**config.mk**
```make
export PLATFORM = sky130hd
export DESIGN_NAME = panel_led_shifter_flat
export DESIGN_NICKNAME = d
export VERILOG_FILES = /design/src/rtl/panel_led_shifter_pkg.sv /design/src/rtl/panel_led_shifter_if.sv /design/src/rtl/panel_clk_div.sv /design/src/rtl/panel_led_shifter.sv /design/src/flat_wrapper.sv
export SDC_FILE = /design/constraint.sdc
export NUM_CORES = 1
export LEC_CHECK = 0
export BUFFER_PORTS_ARGS = -buffer_cell sky130_fd_sc_hd__buf_2
export CAP_MARGIN = 20
export CORE_MARGIN = 1
export CORE_UTILIZATION = 46
export DETAILED_ROUTE_END_ITERATION = 10
export HOLD_SLACK_MARGIN = 0.08
export MAX_ROUTING_LAYER = met4
export RECOVER_POWER = 25
export SYNTH_ARGS = -nofsm -noshare
export SYNTH_HDL_FRONTEND = slang
export SYNTH_SLANG_ARGS = --single-unit
```
**constraint.sdc**
```tcl
create_clock -name clk -period 5 [get_ports clk]
set_clock_uncertainty 0.1 [all_clocks]
set_input_delay 0.75 -clock clk [delete_from_list [all_inputs] [get_ports clk]]
set_output_delay 0.75 -clock clk [all_outputs]
set_load 0.02 [all_outputs]
```
**src/rtl/panel_led_shifter_pkg.sv**
```systemverilog
// Shared front-panel definitions: shifter FSM states, frame geometry and
// the frame-vector builder used at snapshot time.
package panel_led_shifter_pkg;

  typedef enum logic [2:0] {
    IDLE,
    LOAD,
    SHIFT_LO,
    SHIFT_HI,
    LATCH,
    GAP
  } state_t;

  localparam int unsigned FRAME_BITS = 32;
  localparam int unsigned ADDR_LSB   = 14;
  localparam int unsigned DATA_MSB   = 15;
  localparam int unsigned RUN_BIT    = 27;

  // frame[0] is the first bit shifted out.
  typedef logic [0:FRAME_BITS-1] frame_t;

  // {addr, data, run_led, 4'b0000}; lamp test lights every lamp bit but
  // leaves the four spare trailing bits dark.
  function automatic frame_t build_frame(input logic [0:14] addr,
                                         input logic [0:11] data,
                                         input logic        run_led,
                                         input logic        lamp_test);
    frame_t f;
    f = '0;
    if (lamp_test) begin
      f[0:RUN_BIT] = '1;
    end else begin
      f[0:ADDR_LSB]          = addr;
      f[DATA_MSB:RUN_BIT-1] = data;
      f[RUN_BIT]             = run_led;
    end
    return f;
  endfunction

endpackage

```
**src/rtl/panel_led_shifter_if.sv**
```systemverilog
// Panel shifter bus: lamp sources from the display mux plus control
// (enable, lamp_test) and the serial chain / status outputs.
//   master : drives lamp sources and control, observes chain and status
//   slave  : the shifter itself
interface panel_led_shifter_if;
  logic        enable;
  logic        lamp_test;
  logic [0:11] data;
  logic        run_led;
  logic [0:14] addr;
  logic        sclk;
  logic        sdata;
  logic        slatch;
  logic        busy;
  logic        frame_done;

  modport master (
    output enable, lamp_test, data, run_led, addr,
    input  sclk, sdata, slatch, busy, frame_done
  );

  modport slave (
    input  enable, lamp_test, data, run_led, addr,
    output sclk, sdata, slatch, busy, frame_done
  );
endinterface

```
**src/rtl/panel_clk_div.sv**
```systemverilog
// Half-period tick generator for the panel shifter.
//   clk, reset : system clock, async active-low reset
//   restart    : clears the count (asserted on every state entry)
//   tick       : last cycle of a CLK_DIV-cycle interval
//   pre_tick   : cycle before tick (never asserted when CLK_DIV == 1)
module panel_clk_div #(
  parameter int unsigned CLK_DIV = 4
) (
  input  logic clk,
  input  logic reset,
  input  logic restart,
  output logic tick,
  output logic pre_tick
);

  localparam logic [7:0] LAST = 8'(CLK_DIV - 1);
  localparam logic [7:0] PRE  = 8'((CLK_DIV > 1) ? CLK_DIV - 2 : 0);

  logic [7:0] cnt;

  // Saturates at LAST so an un-restarted count can never wrap.
  always_ff @(posedge clk or negedge reset) begin
    if (!reset) begin
      cnt <= '0;
    end else if (restart) begin
      cnt <= '0;
    end else if (cnt != LAST) begin
      cnt <= cnt + 8'd1;
    end
  end

  assign tick     = (cnt == LAST);
  assign pre_tick = (CLK_DIV > 1) && (cnt == PRE);

endmodule

```
**src/rtl/panel_led_shifter.sv**
```systemverilog
// Front-panel LED shifter: snapshots address/data/run lamps once per frame
// and serialises them MSB-first (frame[0] first) into a 74HC595 chain,
// followed by a latch pulse and an idle gap.
//   clk, reset : system clock, async active-low reset
//   bus        : panel_led_shifter_if.slave (lamp inputs, control,
//                sclk/sdata/slatch chain drive, busy/frame_done status)
module panel_led_shifter
  import panel_led_shifter_pkg::*;
#(
  parameter int unsigned CLK_DIV    = 4,
  parameter int unsigned GAP_CYCLES = 64
) (
  input  logic                 clk,
  input  logic                 reset,
  panel_led_shifter_if.slave   bus
);

  localparam logic [15:0] GAP_LAST = 16'((GAP_CYCLES == 0) ? 0 : GAP_CYCLES - 1);
  localparam logic [4:0]  LAST_BIT = 5'(FRAME_BITS - 1);

  state_t      state;
  frame_t      frame;
  frame_t      snap;
  logic [4:0]  index;
  logic [15:0] gap_cnt;
  logic        sclk_r, sdata_r, slatch_r, busy_r, done_r;
  logic        tick, pre_tick, div_restart;

  assign snap = build_frame(bus.addr, bus.data, bus.run_led, bus.lamp_test);

  // Timed states hold the divider running; a tick ends the state and the
  // restart lands exactly on the next state's first cycle.
  assign div_restart = tick || !(state inside {SHIFT_LO, SHIFT_HI, LATCH});

  panel_clk_div #(.CLK_DIV(CLK_DIV)) u_div (
    .clk      (clk),
    .reset    (reset),
    .restart  (div_restart),
    .tick     (tick),
    .pre_tick (pre_tick)
  );

  // Outputs are set on the edge entering each state, so they are valid for
  // the whole state. The frame is captured on the edge entering LOAD.
  always_ff @(posedge clk or negedge reset) begin
    if (!reset) begin
      state    <= IDLE;
      frame    <= '0;
      index    <= '0;
      gap_cnt  <= '0;
      sclk_r   <= 1'b0;
      sdata_r  <= 1'b0;
      slatch_r <= 1'b0;
      busy_r   <= 1'b0;
      done_r   <= 1'b0;
    end else begin
      case (state)
        IDLE: begin
          if (bus.enable) begin
            state  <= LOAD;
            frame  <= snap;
            busy_r <= 1'b1;
          end
        end
        LOAD: begin
          state   <= SHIFT_LO;
          index   <= '0;
          sdata_r <= frame[0];
        end
        SHIFT_LO: begin
          if (tick) begin
            state  <= SHIFT_HI;
            sclk_r <= 1'b1;
          end
        end
        SHIFT_HI: begin
          if (tick) begin
            sclk_r <= 1'b0;
            if (index == LAST_BIT) begin
              state    <= LATCH;
              sdata_r  <= 1'b0;
              slatch_r <= 1'b1;
              // A one-cycle LATCH is its own final cycle.
              done_r   <= (CLK_DIV == 1);
            end else begin
              state   <= SHIFT_LO;
              index   <= index + 5'd1;
              sdata_r <= frame[index + 5'd1];
            end
          end
        end
        LATCH: begin
          done_r <= pre_tick;
          if (tick) begin
            slatch_r <= 1'b0;
            if (GAP_CYCLES != 0) begin
              state   <= GAP;
              gap_cnt <= GAP_LAST;
            end else if (bus.enable) begin
              state <= LOAD;
              frame <= snap;
            end else begin
              state  <= IDLE;
              busy_r <= 1'b0;
            end
          end
        end
        GAP: begin
          if (gap_cnt == '0) begin
            if (bus.enable) begin
              state <= LOAD;
              frame <= snap;
            end else begin
              state  <= IDLE;
              busy_r <= 1'b0;
            end
          end else begin
            gap_cnt <= gap_cnt - 16'd1;
          end
        end
        default: state <= IDLE;
      endcase
    end
  end

  assign bus.sclk       = sclk_r;
  assign bus.sdata      = sdata_r;
  assign bus.slatch     = slatch_r;
  assign bus.busy       = busy_r;
  assign bus.frame_done = done_r;

endmodule

```
**src/flat_wrapper.sv**
```systemverilog
// flat-port wrapper written by rule: the top's interface ports become plain ports
module panel_led_shifter_flat import panel_led_shifter_pkg::*;
#(
  parameter int unsigned CLK_DIV    = 4,
  parameter int unsigned GAP_CYCLES = 64
)
  (clk, reset, bus_enable, bus_lamp_test, bus_data, bus_run_led, bus_addr, bus_sclk, bus_sdata, bus_slatch, bus_busy, bus_frame_done);
  panel_led_shifter_if bus_i ();
  input  logic clk;
  input  logic reset;
  input wire logic [$bits(bus_i.enable)-1:0] bus_enable;
  input wire logic [$bits(bus_i.lamp_test)-1:0] bus_lamp_test;
  input wire logic [$bits(bus_i.data)-1:0] bus_data;
  input wire logic [$bits(bus_i.run_led)-1:0] bus_run_led;
  input wire logic [$bits(bus_i.addr)-1:0] bus_addr;
  output wire logic [$bits(bus_i.sclk)-1:0] bus_sclk;
  output wire logic [$bits(bus_i.sdata)-1:0] bus_sdata;
  output wire logic [$bits(bus_i.slatch)-1:0] bus_slatch;
  output wire logic [$bits(bus_i.busy)-1:0] bus_busy;
  output wire logic [$bits(bus_i.frame_done)-1:0] bus_frame_done;
  assign bus_i.enable = bus_enable;
  assign bus_i.lamp_test = bus_lamp_test;
  assign bus_i.data = bus_data;
  assign bus_i.run_led = bus_run_led;
  assign bus_i.addr = bus_addr;
  assign bus_sclk = bus_i.sclk;
  assign bus_sdata = bus_i.sdata;
  assign bus_slatch = bus_i.slatch;
  assign bus_busy = bus_i.busy;
  assign bus_frame_done = bus_i.frame_done;
  panel_led_shifter #(.CLK_DIV(CLK_DIV), .GAP_CYCLES(GAP_CYCLES)) u_core (.clk(clk), .reset(reset), .bus(bus_i));
endmodule
```
# Yosys cells after proc, flatten, opt, wreduce, memory -nomap -nowiden
# Index checks and enable logic that the tools add are counted.
dict set report word_totals {
  in_bits 32
  ff_bits 69
  out_inout_bits 5
}
dict set report classes {
  bitwise_logic 1
  muxes 39
  add_sub_neg 3
  reduce_logical 20
  order_cmp 1
  eq_ne 18
}
# cell n
set op_table {}
lappend op_table {{32-bit 2-to-1 mux} 2}
lappend op_table {{32-bit case mux with 2 select lines} 1}
lappend op_table {{16-bit 2-to-1 mux} 2}
lappend op_table {{16-bit case mux with 2 select lines} 1}
lappend op_table {{28-bit 2-to-1 mux} 1}
lappend op_table {{3-bit 2-to-1 mux} 6}
lappend op_table {{3-bit case mux with 6 select lines} 1}
lappend op_table {{8-bit by 2-bit equality test with 1-bit output (second input constant)} 2}
lappend op_table {{16-bit zero test} 1}
lappend op_table {{8-bit 2-to-1 mux} 2}
lappend op_table {{16-bit by 1-bit subtractor with 16-bit output (second input constant)} 1}
lappend op_table {{1-bit 2-to-1 mux} 14}
lappend op_table {{3-bit AND reduction} 4}
lappend op_table {{2-bit nonzero test} 6}
lappend op_table {{5-bit 2-to-1 mux} 2}
lappend op_table {{2-bit inequality test (second input constant)} 5}
lappend op_table {{1-bit case mux with 2 select lines} 5}
lappend op_table {{5-bit case mux with 2 select lines} 1}
lappend op_table {{8-bit by 1-bit adder with 8-bit output (second input constant)} 1}
lappend op_table {{2-bit by 1-bit inequality test with 1-bit output (second input constant)} 4}
lappend op_table {{8-bit by 2-bit inequality test with 1-bit output (second input constant)} 1}
lappend op_table {{4-bit AND reduction} 2}
lappend op_table {{3-bit by 2-bit equality test with 1-bit output (second input constant)} 2}
lappend op_table {{3-bit equality test (second input constant)} 2}
lappend op_table {{other kinds (12)} 13}

# Logic depth before layout (Yosys ltp)
# Gate-level depths: netlist (run 1).
dict set report depth {
  word_depth 8
  mapped_depth 8
  ltp_nobuf 7
}

# Hierarchy
# A second synthesis (run 1) with hierarchy kept.
dict set report hier_totals {
  hier_cells 363
  area_unflattened_um2 3362.0
}
# mod cells_each instances area_per_inst_um2
set modules_own_cells {}
lappend modules_own_cells {panel_led_shifter 320 1 2926.6}
lappend modules_own_cells {panel_clk_div 43 1 435.4}

# Least setup slack after synthesis (run 1)
# No wires, ideal clock.
dict set report synth_path {
  path_kind {flip-flop to flip-flop}
  start {reg u_core.u_div.cnt[2]}
  end {reg u_core.index[0]}
  synth_period_minus_slack_ps 2432
  t_arrival_ps 2211
  setup_ps 121
  stages_incl_launch_ff 7
  slack_ps 2568
  cell_sequence {dfrtp_1 > or4_1 > or4b_1 > buf_6 > or2_4 > mux2_4 > a22o_1}
}
dict set report synth_between {
  elab_chain_len 3
}
# item line_no
set synth_lines {}
lappend synth_lines {{from (decl)} panel_clk_div.sv:19} ;# logic [7:0] cnt;
lappend synth_lines {{from (signal assigned)} panel_clk_div.sv:28} ;# cnt <= cnt + 8'd1;
lappend synth_lines {{8-bit by 2-bit equality test with 1-bit output} panel_clk_div.sv:32} ;# assign tick = (cnt == LAST);
lappend synth_lines {{2-bit by 1-bit inequality test with 1-bit output (no source line)} --}
lappend synth_lines {{3-bit AND reduction (no source line)} --}
lappend synth_lines {{to (signal assigned)} panel_led_shifter.sv:87} ;# index <= index + 5'd1;
lappend synth_lines {{to (decl)} panel_led_shifter.sv:24} ;# logic [4:0] index;
# Every way passes these cells.
# A chain may end at the register's enable or synchronous reset.

# Worst setup path after layout (run 1)
dict set report layout_path {
  start {reg u_core.gap_cnt[12]}
  end {reg u_core.frame[25]}
}
dict set report layout_between {
  elab_chain_len 3
}
# item line_no
set layout_lines {}
lappend layout_lines {{from (decl)} panel_led_shifter.sv:25} ;# logic [15:0] gap_cnt;
lappend layout_lines {{from (signal assigned)} panel_led_shifter.sv:118} ;# gap_cnt <= gap_cnt - 16'd1;
lappend layout_lines {{16-bit zero test} panel_led_shifter.sv:109} ;# if (gap_cnt == '0) begin
lappend layout_lines {{2-bit by 1-bit inequality test with 1-bit output (no source line)} --}
lappend layout_lines {{2-bit AND reduction (no source line)} --}
lappend layout_lines {{to (signal assigned)} panel_led_shifter.sv:61} ;# frame <= snap;
lappend layout_lines {{to (signal assigned)} panel_led_shifter.sv:101} ;# frame <= snap;
lappend layout_lines {{to (signal assigned)} panel_led_shifter.sv:112} ;# frame <= snap;
lappend layout_lines {{to (decl)} panel_led_shifter.sv:22} ;# frame_t frame;
# Every way passes these cells.

==> results of run 1 <==
per-layer routing:
layer / GRT usage (%) / up-vias / wire length [µm]
li1: - / 1225 / -
met1: 23.4 / 1163 / 3200
met2: 30.8 / 38 / 2970
met3: 3.92 / 14 / 188
met4: 9.82 / 0 / 144
met5: - / - / 0
cell usage after synthesis (3+ instances only):
cell type	instances	area (µm²)
sky130_fd_sc_hd__o21ai_0	9	45.0
sky130_fd_sc_hd__ha_1	5	62.6
sky130_fd_sc_hd__o211ai_1	5	37.5
sky130_fd_sc_hd__clkbuf_1	9	33.8
sky130_fd_sc_hd__or4_1	3	22.5
sky130_fd_sc_hd__a22o_1	7	61.3
sky130_fd_sc_hd__mux2i_1	32	320
sky130_fd_sc_hd__nor2_1	53	199
sky130_fd_sc_hd__and3_1	4	25.0
sky130_fd_sc_hd__nand3_1	14	70.1
sky130_fd_sc_hd__a21o_1	3	22.5
sky130_fd_sc_hd__buf_6	3	33.8
sky130_fd_sc_hd__dfrtp_1	65	1630
sky130_fd_sc_hd__nand2_1	12	45.0
sky130_fd_sc_hd__nor3_1	8	40.0
sky130_fd_sc_hd__o31ai_1	3	22.5
sky130_fd_sc_hd__inv_1	33	124
sky130_fd_sc_hd__xor2_1	7	61.3
sky130_fd_sc_hd__nor4_1	3	18.8
sky130_fd_sc_hd__nor4b_1	3	26.3
sky130_fd_sc_hd__mux4_2	7	158
sky130_fd_sc_hd__xnor2_1	10	87.6
sky130_fd_sc_hd__a21oi_1	5	25.0
state kept, by name (all words and copies together) (netlist names):
name	flops
u_core.u_div.cnt	8
u_core.index	5
u_core.bus.sdata	1
u_core.bus.busy	1
u_core.bus.sclk	1
u_core.bus.slatch	1
u_core.bus.frame_done	1
u_core.gap_cnt	16
u_core.frame	28
u_core.state	3
power breakdown:
group | leakage [nW] | internal, mW | switching, mW
clock | 0.0953 | 0.242 | 0.206
combinational | 0.969 | 0.0120 | 0.0199
sequential | 0.742 | 0.525 | 0
critical path: stages (launching register included):
cell and delay, ns:
sky130_fd_sc_hd__dfrtp_1 0.40, sky130_fd_sc_hd__or4_4 0.56, sky130_fd_sc_hd__or3_4 0.38, sky130_fd_sc_hd__o21ai_4 0.35
sky130_fd_sc_hd__and4b_2 0.90, sky130_fd_sc_hd__mux2i_1 0.27
kinds of logic after synthesis:
family	Yosys count
buffers and inverters	46
xor gates and xnor gates	17
AOI/OAI and AO/OA	42
and+or+nand+nor	118
muxes	40
DFF	65
adders and majority gates	5
area by class of cell:
type	count	area [µm²]
fillers	691	3350
well taps	99	124
clock buffers	11	141
flip-flops and latches	65	1630
repair buffers	37	186
inverters	33	124
clock inverters	5	55.1
multi-input cells	222	1610
per-stage QoR:
step	power [mW]	area (µm²)	setup WS, ns	hold WS, ns
global route	1.05	3860	1.65	0.421
CTS	1.02	3870	1.90	0.391
floorplan	0.544	3430	2.57	0.347
detailed placement	0.569	3670	1.93	0.379
global placement	0.568	3670	1.97	0.373
finish	1.01	3860	1.92	0.387
worst max-delay path by stage:
| stage | startpoint | slack, ns | depth (start not counted) | end |
|---|---|---|---|---|
| after detailed placement | u_core.gap_cnt[12] | 1.93 | 5 | u_core.frame[6] |
| after global routing | u_core.gap_cnt[6] | 1.65 | 5 | u_core.frame[9] |
| after floorplan | u_core.u_div.cnt[2] | 2.57 | 6 | u_core.index[0] |
| final | u_core.gap_cnt[12] | 1.92 | 5 | u_core.frame[25] |
| after global placement | u_core.gap_cnt[12] | 1.97 | 5 | u_core.frame[11] |
| after CTS | u_core.gap_cnt[12] | 1.90 | 5 | u_core.frame[25] |
==> impl_metrics.sql, run 1 <==
INSERT INTO impl_metrics (metric_group, metric, value, unit) VALUES
('synth', 'syn_inst', '333', ''),
('clocking', 'clock_tree.buffer_depth', '2', ''),
('floorplanning', 'die_area', '7810', 'µm²'),
('clocking', 'cts_made_buffers', '9', ''),
('route', 'routed_wirelength', '6.50', 'mm'),
('pwr', 'cellPowerDensity', '260', 'nW/µm²'),
('route', 'drt_iter0_markers', '97', ''),
('worst_hold_path', 'holdCritStartpoint', 'u_core.gap_cnt[13]', ''),
('route', 'firstDrtPassIters', '4', ''),
('global_routing', 'grt_pass1_wl', '11.1', 'mm'),
('route', 'drc_viols', '0', ''),
('clocking', 'clkLatencyLatePin', '0.34', 'ns'),
('layout', 'finish.cell_count_without_fillers', '472', ''),
('layout', 'final_util', '53.6', '%'),
('placement', 'numPortBuffers', '36', ''),
('sta', 'slew_headroom', '-43.9', '%'),
('critical_path', 'r2r-start', 'u_core.gap_cnt[12]', ''),
('sta', 'fmax', '0.324', 'GHz'),
('critical_path', 'crit_fanout', '28', ''),
('floorplanning', 'die_height', '88.4', 'µm'),
('critical_path', 'cp-end-kind', 'flip-flop', ''),
('clocking', 'clk_pin_slew_worst_paths', '0.07', 'ns'),
('global_routing', 'number_of_global_route_vias_before_repair', '2445', ''),
('clocking', 'cts-root-buf', 'sky130_fd_sc_hd__clkbuf_8', ''),
('sta', 'rsz0062_at_grt', 'no', ''),
('critical_path', 'kind_of_start_point_of_the_critical_path', 'flip-flop', ''),
('global_routing', 'grt_start_max_net_pins', '42', ''),
('synth', 'ys_seq_area_share', '47.4', '%'),
('synth', 'combinational_family_with_the_most_area_after_synthesis', 'simple AND/OR/NAND/NOR gates', ''),
('clocking', 'tritoncts_num_sinks', '65', ''),
('outcome', 'outcome', 'finished, violations left', ''),
('critical_path', 'cp_data_required_time', '5.15', 'ns'),
('synth', 'synth.net_count', '370', ''),
('global_routing', 'antenna_violations_before_repair', '0', ''),
('clocking', 'cts.repair_timing.setup_buffer_count', '0', ''),
('synth', 'post_synth_fa_ha_maj_area_fraction', '1.82', '%'),
('route', 'post_drt_via_cell_ratio', '5.17', ''),
('route', 'residual_antenna_violating_net_count_after_detailed_routing', '0', ''),
('critical_path', 'worst_ep_arrival', '3.23', 'ns'),
('pwr', 'lkg_pwr', '1.81', 'nW'),
('floorplanning', 'design.core.area', '7210', 'µm²'),
('synth', 'dominantRegCellSynth', 'sky130_fd_sc_hd__dfrtp_1', ''),
('route', 'vias', '2440', ''),
('placement', 'dpl.hpwl', '4.46', 'mm'),
('synth', 'post_synthesis_mean_instance_area', '10.3', 'µm²'),
('job', 'drv_cap', '1', ''),
('critical_path', 'worst_setup_slack_for_register_to_register_paths', '1.92', 'ns'),
('synth', 'synth_enable_flop_cells', '0', ''),
('synth', 'synth-compound-area-share', '8.82', '%'),
('sta', 'min_period_over_period', '61.6', '%'),
('clocking', 'htree_num_levels', '3', ''),
('synth', 'ff_latch_count_synth', '65', ''),
('clocking', 'cts_resized', '0', ''),
('global_routing', 'grtUsageTotal', '19.4', '%'),
('sta', 'finalHoldViolCount', '0', ''),
('global_routing', 'globalRoute.totalOverflow', '0', ''),
('route', 'detail_route.wl_per_cell', '13.8', 'µm'),
('floorplanning', 'io-pin-count', '37', ''),
('floorplanning', 'initial_utilization', '47.6', '%'),
('outcome', 'violations_in_the_final_reports', 'capacitance limit, slew limit', ''),
('layout', 'antennaDiodeCount', '0', ''),
('floorplanning', 'placement_rows', '31', ''),
('synth', 'synth_xor_xnor_area_share', '4.34', '%'),
('layout', 'mostFrequentLayoutCells', 'sky130_fd_sc_hd__dfrtp_1 (65), sky130_fd_sc_hd__nor2_1 (53), sky130_fd_sc_hd__buf_2 (35)', ''),
('floorplanning', 'die_width', '88.4', 'µm'),
('synth', 'postSynth.asyncResetShare', '100', '%'),
('layout', 'layout-drive-gt1-share', '18.0', '%'),
('clocking', 'tritoncts', 'yes', ''),
('sta', 'slew_viol_final', '42', ''),
('critical_path', 'reg2regPathDepth', '5', ''),
('sta', 'timing_worst_slew_pin_value', '2.16', 'ns');
(Power assumes the default switching activity.)
==> run 2, diff against run 1 <==
Clock period 5 ns to 2.9 ns, I/O delays scaled along.
==> run 2 against run 1 <==
Net effect:
- the run now ends clean
- die area unchanged
- sequential cell count stayed put
- setup slack worse by 1.5 ns
- hold slack worse by 0.14 ns
- maximum frequency grew 24%
- sequential power up 73%
- largest cell class unchanged
- highest routed layer unchanged
==> impl_metrics.sql, run 2 (same netlist as run 1, synthesis figures left out) <==
INSERT INTO impl_metrics (metric_group, metric, value, unit) VALUES
('floorplanning', 'die_width', '88.4', 'µm'),
('sta', 'slew_viol_final', '0', ''),
('clocking', 'cts.repair_timing.setup_buffer_count', '0', ''),
('critical_path', 'cp_data_required_time', '3.02', 'ns'),
('placement', 'postPlaceCellArea', '3760', 'µm²'),
('clocking', 'clk_pin_slew_worst_paths', '0.07', 'ns'),
('floorplanning', 'initial_utilization', '47.6', '%'),
('placement', 'numPortBuffers', '36', ''),
('clocking', 'htree_num_levels', '3', ''),
('critical_path', 'timing.setup.critical_path_class', 'reg2reg', ''),
('job', 'drv_cap', '0', ''),
('critical_path', 'cp-end-kind', 'flip-flop', ''),
('clocking', 'cts_resized', '0', ''),
('layout', 'area_growth', '15.6', '%'),
('layout', 'largest_reg_flops', '28', ''),
('sta', 'min_period_over_period', '85.5', '%'),
('critical_path', 'kind_of_start_point_of_the_critical_path', 'flip-flop', ''),
('sta', 'slew_headroom', '23.9', '%'),
('sta', 'timing.final.crit_period', '2.48', 'ns'),
('route', 'routed_wirelength', '6.71', 'mm'),
('sta', 'rsz0062_at_grt', 'no', ''),
('layout', 'seqCellArea', '1630', 'µm²'),
('sta', 'timing.hold.ws', '0.252', 'ns'),
('layout', 'fin_nets', '416', ''),
('layout', 'layout-drive-gt1-share', '18.8', '%'),
('sta', 'timing_worst_slew_pin_value', '1.14', 'ns'),
('critical_path', 'worst_ep_arrival', '2.60', 'ns'),
('clocking', 'clkLatencyLatePin', '0.34', 'ns'),
('layout', 'antennaDiodeCount', '0', ''),
('placement', 'routabilityCongestion', '0.753', ''),
('clocking', 'cts_hold_repair.buffers', '1', ''),
('clocking', 'tritoncts_num_sinks', '65', ''),
('route', 'drt_iter0_markers', '82', ''),
('route', 'vias', '2489', ''),
('sta', 'final.setup.tns', '0', 'ns'),
('sta', 'finalSetupViolations', '0', ''),
('global_routing', 'globalRoute.totalOverflow', '0', ''),
('clocking', 'tritoncts', 'yes', ''),
('floorplanning', 'design.core.area', '7210', 'µm²'),
('route', 'wl_met2', '3.17', 'mm'),
('pwr', 'report.power.total', '1.77', 'mW'),
('sta', 'finalHoldViolCount', '0', ''),
('pwr', 'vdd.ir_drop.worst', '0.200', 'mV'),
('global_routing', 'grt_pass1_wl', '11.5', 'mm'),
('layout', 'design_area', '3970', 'µm²'),
('global_routing', 'grtUsageTotal', '20.5', '%'),
('floorplanning', 'die_height', '88.4', 'µm'),
('outcome', 'outcome', 'finished clean', ''),
('layout', 'nFillCells', '688', ''),
('global_routing', 'number_of_global_route_vias_before_repair', '2450', ''),
('route', 'residual_antenna_violating_net_count_after_detailed_routing', '0', ''),
('layout', 'layout_top_registers', 'u_core.frame x28, u_core.gap_cnt x16, u_core.u_div.cnt x8', ''),
('sta', 'fmax', '0.403', 'GHz'),
('route', 'detail_route.wl_per_cell', '13.9', 'µm'),
('layout', 'mostFrequentLayoutCells', 'sky130_fd_sc_hd__dfrtp_1 (65), sky130_fd_sc_hd__nor2_1 (53), sky130_fd_sc_hd__inv_1 (33)', ''),
('route', 'post_drt_via_cell_ratio', '5.15', ''),
('route', 'routed.top_layer', 'met4', ''),
('critical_path', 'crit_fanout', '6', ''),
('layout', 'leading_cell_type_in_the_layout_fill_and_taps_excluded', 'sky130_fd_sc_hd__dfrtp_1', ''),
('global_routing', 'grt_start_max_net_pins', '29', ''),
('clocking', 'cts_made_buffers', '9', ''),
('clocking', 'clock_tree.buffer_depth', '2', ''),
('route', 'firstDrtPassIters', '4', ''),
('layout', 'registers.top_by_ff_count', 'u_core.frame', ''),
('worst_hold_path', 'hold_path.class', 'in2reg', ''),
('pwr', 'lkg_pwr', '1.85', 'nW'),
('global_routing', 'antenna_violations_before_repair', '0', ''),
('clocking', 'cts-root-buf', 'sky130_fd_sc_hd__clkbuf_8', ''),
('route', 'met3_length', '178', 'µm'),
('floorplanning', 'placement_rows', '31', ''),
('route', 'drc_viols', '0', ''),
('pwr', 'cellPowerDensity', '446', 'nW/µm²'),
('route', 'wirelength_met1', '3.24', 'mm'),
('placement', 'dpl.hpwl', '4.68', 'mm'),
('floorplanning', 'io-pin-count', '37', ''),
('layout', 'multi_input_comb_area', '1610', 'µm²'),
('floorplanning', 'die_area', '7810', 'µm²');
[run 2: changes by cell type in the layout (fill, tap and decap cells not counted), sizes merged]
cell | before | now
clkbuf | 12 | 20
buf | 36 | 41
clkinvlp | 2 | 0
clkinv | 2 | 1
dlygate4sd3 | 0 | 1
[run 2: cell type report]
cell class | instances | share of cell area, %
clock buffers | 14 | 4.35
clock inverters | 2 | 0.883
inverters | 33 | 3.12
multi-input cells | 222 | 40.5
flip-flops and latches | 65 | 41.0
well taps | 99 | 3.12
repair buffers | 48 | 6.97
[run 2: stage by stage]
| step | utilization (%) | worst slack, ns | std cells |
|---|---|---|---|
| after global routing | 55.0 | 0.212 | 483 |
| after CTS | 55.1 | 0.407 | 483 |
| after floorplan | - | 0.468 | 333 |
| after detailed placement | 52.1 | 0.429 | 466 |
| final | 55.0 | 0.421 | 483 |
| after global placement | 52.1 | 0.477 | 466 |
[run 2: metal layers]
metal	vias up	global-route usage, %
met4	0	10.1
li1	1250	-
met1	1191	26.4
met5	-	-
met3	9	3.92
met2	39	31.0
[run 2: report_power, final]
group	leakage, nW	switching [mW]	total, mW	internal, mW
clock network	0.107	0.339	0.807	0.467
registers	0.742	0	0.906	0.906
logic	1.00	0.0346	0.0566	0.0220
[run 2: critical path, cell delays in order (launching register included)]
cell                      delay [ns]
sky130_fd_sc_hd__dfrtp_1        0.42
sky130_fd_sc_hd__or4_1          0.56
sky130_fd_sc_hd__or4b_1         0.56
sky130_fd_sc_hd__buf_4          0.20
sky130_fd_sc_hd__nor4b_1        0.40
sky130_fd_sc_hd__o31ai_1        0.11
[run 2: worst paths after layout]
| kind | start | to | slack, ns | depth (start not counted) |
|---|---|---|---|---|
| max in group asynchronous | reset | u_core.frame[18] | 0.86 | 3 |
| min in group asynchronous | reset | u_core.u_div.cnt[4] | 0.74 | 2 |
| worst max-delay path | u_core.u_div.cnt[2] | u_core.bus.frame_done | 0.42 | 5 |
| worst max register to register | u_core.u_div.cnt[2] | u_core.bus.frame_done | 0.42 | 5 |
| worst min register to register | u_core.gap_cnt[13] | u_core.gap_cnt[13] | 0.38 | 1 |
| worst min-delay path | bus_addr[10] | u_core.frame[27] | 0.25 | 3 |
